<file path="src/rtl/uart_tx_fifo_drain_pkg.sv">
// Shared definitions for the UART transmit path: FSM state encoding and line levels.
// The PARITY state exists only when UART_TX_PARITY_EN is defined.
package uart_pkg;

  localparam logic UART_IDLE_LEVEL  = 1'b1;
  localparam logic UART_START_LEVEL = 1'b0;
  localparam logic UART_STOP_LEVEL  = 1'b1;

  typedef enum logic [2:0] {
    ST_IDLE   = 3'd0,
    ST_START  = 3'd1,
    ST_DATA   = 3'd2,
`ifdef UART_TX_PARITY_EN
    ST_PARITY = 3'd3,
`endif
    ST_STOP   = 3'd4
  } uart_tx_state_t;

endpackage

</file>
<file path="src/rtl/uart_tx_fifo_drain_baud_tick.sv">
// Bit-period timer: counts 0..CLKS_PER_BIT-1 and flags the last cycle of each period.
// `clear` restarts the period so the owning FSM gets a full bit time after each state entry.
module uart_baud_tick #(
  parameter int CLKS_PER_BIT = 434
) (
  input  logic clk,
  input  logic reset,
  input  logic clear,
  output logic tick
);

  localparam int CW = (CLKS_PER_BIT > 1) ? $clog2(CLKS_PER_BIT) : 1;
  localparam logic [CW-1:0] LAST = CW'(CLKS_PER_BIT - 1);

  logic [CW-1:0] count;

  // Period counter; wraps on its own at the period end so consecutive bits need no clear.
  always_ff @(posedge clk) begin
    if (reset || clear || tick) begin
      count <= '0;
    end else begin
      count <= count + CW'(1);
    end
  end

  assign tick = (count == LAST);

endmodule

</file>
<file path="src/rtl/uart_tx_fifo_drain.sv">
// UART transmitter draining a show-ahead FIFO; 8N1 frames, LSB first, back-to-back
// when the FIFO still holds data at the end of STOP.
// Define UART_TX_PARITY_EN to insert an even-parity bit between the data and stop bits.
//
//   state    | meaning
//   ---------+----------------------------------------------------------
//   IDLE     | line high, waiting for the FIFO to become non-empty
//   START    | start bit (low) for one bit period
//   DATA     | data bits, shift register bit 0 on the line
//   PARITY   | even parity of the latched byte (parity build only)
//   STOP     | stop bit (high); last cycle pops the next byte if present
module uart_tx_fifo_drain
  import uart_pkg::*;
#(
  parameter int DATA_WIDTH   = 8,
  parameter int CLKS_PER_BIT = 434
) (
  input  logic                  clk,
  input  logic                  reset,
  input  logic                  fifo_empty,
  input  logic [DATA_WIDTH-1:0] fifo_data,
  output logic                  fifo_ren,
  output logic                  tx,
  output logic                  busy,
  output logic                  frame_done
);

  localparam int BW = (DATA_WIDTH > 1) ? $clog2(DATA_WIDTH) : 1;
  localparam logic [BW-1:0] LAST_BIT = BW'(DATA_WIDTH - 1);

  uart_tx_state_t        state;
  logic [DATA_WIDTH-1:0] shift_reg;
  logic [BW-1:0]         bit_idx;
  logic                  tick;
  logic                  load;
`ifdef UART_TX_PARITY_EN
  logic                  parity_bit;
`endif

  // The counter is held at zero in IDLE; every other state entry lands on a period wrap.
  uart_baud_tick #(
    .CLKS_PER_BIT(CLKS_PER_BIT)
  ) u_baud (
    .clk  (clk),
    .reset(reset),
    .clear(state == ST_IDLE),
    .tick (tick)
  );

  // Pops must be visible in the same cycle the byte is latched, so these are decoded
  // from state; reset gates them so nothing is popped while reset is held.
  assign load       = !reset && !fifo_empty &&
                      ((state == ST_IDLE) || ((state == ST_STOP) && tick));
  assign fifo_ren   = load;
  assign frame_done = !reset && (state == ST_STOP) && tick;

  // Frame sequencer; tx and busy are registered alongside the state they belong to.
  always_ff @(posedge clk) begin
    if (reset) begin
      state     <= ST_IDLE;
      tx        <= UART_IDLE_LEVEL;
      busy      <= 1'b0;
      shift_reg <= '0;
      bit_idx   <= '0;
`ifdef UART_TX_PARITY_EN
      parity_bit <= 1'b0;
`endif
    end else begin
      case (state)
        ST_IDLE: begin
          if (load) begin
            state     <= ST_START;
            tx        <= UART_START_LEVEL;
            busy      <= 1'b1;
            shift_reg <= fifo_data;
            bit_idx   <= '0;
`ifdef UART_TX_PARITY_EN
            parity_bit <= ^fifo_data;
`endif
          end
        end
        ST_START: begin
          if (tick) begin
            state <= ST_DATA;
            tx    <= shift_reg[0];
          end
        end
        ST_DATA: begin
          if (tick) begin
            shift_reg <= shift_reg >> 1;
            if (bit_idx == LAST_BIT) begin
`ifdef UART_TX_PARITY_EN
              state <= ST_PARITY;
              tx    <= parity_bit;
`else
              state <= ST_STOP;
              tx    <= UART_STOP_LEVEL;
`endif
            end else begin
              bit_idx <= bit_idx + BW'(1);
              tx      <= shift_reg[1];
            end
          end
        end
`ifdef UART_TX_PARITY_EN
        ST_PARITY: begin
          if (tick) begin
            state <= ST_STOP;
            tx    <= UART_STOP_LEVEL;
          end
        end
`endif
        ST_STOP: begin
          if (tick) begin
            if (load) begin
              state     <= ST_START;
              tx        <= UART_START_LEVEL;
              shift_reg <= fifo_data;
              bit_idx   <= '0;
`ifdef UART_TX_PARITY_EN
              parity_bit <= ^fifo_data;
`endif
            end else begin
              state <= ST_IDLE;
              tx    <= UART_IDLE_LEVEL;
              busy  <= 1'b0;
            end
          end
        end
        default: begin
          state <= ST_IDLE;
          tx    <= UART_IDLE_LEVEL;
          busy  <= 1'b0;
        end
      endcase
    end
  end

endmodule

</file>
<file path="config.mk">
export PLATFORM = sky130hd
export DESIGN_NAME = uart_tx_fifo_drain
export DESIGN_NICKNAME = d
export VERILOG_FILES = /design/src/rtl/uart_tx_fifo_drain_pkg.sv /design/src/rtl/uart_tx_fifo_drain_baud_tick.sv /design/src/rtl/uart_tx_fifo_drain.sv
export SDC_FILE = /design/constraint.sdc
export NUM_CORES = 1
export LEC_CHECK = 0
export CAP_MARGIN = 20
export CORE_UTILIZATION = 53
export CTS_CLUSTER_SIZE = 30
export DETAILED_ROUTE_END_ITERATION = 10
export DONT_BUFFER_PORTS = 1
export PLACE_DENSITY_LB_ADDON = 0.08
export SLEW_MARGIN = 15
export SYNTH_ARGS = -nofsm -noshare
export SYNTH_HDL_FRONTEND = slang
export SYNTH_SLANG_ARGS = --single-unit
</file>
<file path="constraint.sdc">
create_clock -name clk -period 2.8 [get_ports clk]
set_input_delay 0.42 -clock clk [delete_from_list [all_inputs] [get_ports clk]]
set_output_delay 0.42 -clock clk [all_outputs]
set_load 0.1 [all_outputs]
</file>
==> key figures <==
Outcome
  – Status: finished clean

Synth
  – EDFF count, synth: 0
  – Number of synthesized register bits: 25
  – Adder-cell area share of the yosys netlist: 0.0373
  – Area contributors post-synth: dfxtp_1 37%, mux2i_1 6.7%, nand2_1 6.2%
  – Synthesized-area fraction occupied by and/or/nand/nor cells: 0.266
  – Netlist cell types: 38
  – Syn_nets: 173
  – Xor/xnor share of the synthesized area: 0.0522
  – Mapped Cells: 158
  – Sequential share of the synthesized area: 0.373
  – Avg Inst Size Synth: 8.49 sq um
  – Largest family of logic cells by synthesized area: simple AND/OR/NAND/NOR gates
  – Main synth FF type: dfxtp_1
  – Share of the synthesized area in the top cell type: 0.373
  – Top post-synthesis cells by count: 25 x dfxtp_1, 22 x nand2_1, 22 x nor2_1
  – Top-count cell post-synth: dfxtp_1
  – Ys async rst share: 0
  – Post-synthesis compound-gate area fraction: 0.0989
  – Post-synth top area cell: dfxtp_1
  – Mux contribution to synthesized area: 0.126
  – Synth warnings: 0
  – Post-Synthesis Cell Area: 1340 sq um

Clock network
  – Root Buffer: clkbuf_4
  – Cts hold-fix bufs: 0
  – Num CTS Buffers: 3
  – Worst-path clk slew: 0.15 ns
  – H-tree depth: 1
  – Post_cts resized: 0
  – Setup bufs post-CTS: 0
  – Clk buf depth: 2
  – TritonCTS clock tree: done
  – Skew-Pair Late Insertion Delay: 0.32 ns
  – CTS Sinks: 25

Power
  – Pwr dens: 445 nW/um^2
  – Flop pwr share: 0.630
  – Comb pwr share: 0.109
  – P_int: 0.445 mW
  – Sw Ratio: 0.286
  – P_leak: 0.471 nW
  – Clock share of power: 0.261
  – Max rail drop VDD: 0.320 mV
  – P_sw: 0.178 mW
  – Power consumption: 0.623 mW

Floorplan
  – Initial core utilization: 0.584
  – Row count: 17
  – Die H: 52.3 microns
  – Die Width: 52.3 microns
  – Die Footprint: 2740 sq um
  – Core area: 2300 sq um
  – Ports: 15

Timing
  – Fin crit share: 0.802
  – Crit path time final: 2.24 ns
  – Worst Hold Slack: 0.149 ns
  – Least-Margin Pin Slew: 1.04 ns
  – Fin. Hold Viols: 0
  – Fin Clk Skew: 0.0125 ns
  – Max Clock Freq: 0.446 GHz
  – Setup TNS: 0 ns
  – Worst setup margin: 0.555 ns
  – Rel. slew slack: 0.303
  – Setup-failing EPs final: 0
  – Unrepaired setup endpoints after global routing: no
  – Max Slew Vio Count: 0

Final layout
  – Max reg flops: 9
  – Area growth, synth to finish: 4.38%
  – Antenna cells: 0
  – Multi-input logic area: 792 sq um
  – Share of cells above drive strength 1: 0.103
  – Final #Nets: 172
  – Post-route cell area: 1400 sq um
  – Sequential standard cell area: 500 sq um
  – Fillers: 225
  – Final Util: 0.609
  – Post-Layout Cell Count: 184

Placement
  – DP Area: 1370 sq um
  – Post-place setup slack: 0.616 ns
  – PortBufs: 0
  – Detail Placement HPWL: 1.92 mm
  – Placed Instances: 180
  – Routability cong.: 0.790

Route
  – DR vias: 1,103
  – Iter 0 DRT Violations: 28
  – Routed length per placed instance: 14.3 microns
  – Antenna-violating nets left: 0
  – Routed vias/inst: 5.99
  – Iteration count of the initial detailed-routing pass: 4
  – Total wire length: 2.62 mm
  – Drc violations: 0

Global route
  – Vias in the first global route: 1,022
  – Largest net degree at the start of global routing: 23
  – Overflow after GRT: 0
  – Global Route Usage Sum: 0.225
  – Initial antenna violation count: 0
  – First-pass GRT wire length: 4.62 mm

Critical path
  – Kind of critical path: flop to primary output
  – Buffers & Inverters on Critical Path: 1
  – Crit-path leading delay family: simple AND/OR/NAND/NOR gates
  – Required time of the worst setup path: 2.38 ns
  – CP max-delay cell: dfxtp_1
  – CP arrival: 1.82 ns
  – Crit path depth: 5
  – Max stage delay on crit path: 0.43 ns
  – Crit Path Max Fanout: 5
  – CP Capture Type: primary output
  – CP Launch Type: flop
  – Worst Reg-to-Reg Cells: 5
  – Cell Chain, Critical Path: ha_1 > and4b_2 > nand2_2 > nor3_4 > buf_4

Worst hold path
  – Hold depth: 1
  – HP Class: input pin to flop

Flow run
  – Count of maximum capacitance violations: 0
placed cells by master (no fill, tap or decap), types with 5 or more instances in the layout:
| master | instances |
|---|---|
| dfxtp_1 | 25 |
| inv_1 | 5 |
| mux2_1 | 5 |
| mux2i_1 | 9 |
| nand2_1 | 22 |
| nand3_1 | 5 |
| nand4_1 | 6 |
| nor2_1 | 21 |
| nor3_1 | 5 |
| xnor2_1 | 7 |
final cells by class:
type / count / area share
Multi-Input combinational cell: 118 / 0.566
Sequential cell: 25 / 0.357
Tap cell: 28 / 0.0250
Clock buffer: 3 / 0.0161
Timing Repair Buffer: 3 / 0.0161
Inverter: 6 / 0.0161
Clock inverter: 1 / 0.00357
kinds of logic after synthesis:
| group | count (synthesis) |
|---|---|
| adder cells (fa/ha/maj) | 4 |
| AND/OR/NAND/NOR | 72 |
| XOR/XNOR | 8 |
| multiplexers | 16 |
| buffers and inverters | 15 |
| AO/OA/AOI/OAI | 18 |
| flip-flops | 25 |
power by group through the flow:
stage	registers (mW)	clock network [mW]	logic, mW
after floorplan	0.405	0	0.0523
after global placement	0.400	0	0.0667
after detailed placement	0.400	0	0.0681
after CTS	0.392	0.167	0.0683
after global routing	0.394	0.179	0.0740
final	0.392	0.163	0.0681
routing by layer:
metal  wire [microns]  vias to the layer above  global-route usage
met4               14                        0              0.0658
li1                 -                      557                   -
met5                0                        -                   0
met3               97                        2              0.0290
met1             1330                      517               0.302
met2             1180                       27               0.371
worst paths after layout:
check	from	endpoint	slack [ns]
worst max-delay path	u_baud.count[0]	frame_done	0.56
worst min-delay path	reset	state[2]	0.15
worst max register to register	u_baud.count[0]	shift_reg[5]	0.59
worst min register to register	shift_reg[4]	shift_reg[4]	0.46
(Power assumes the default switching activity.)
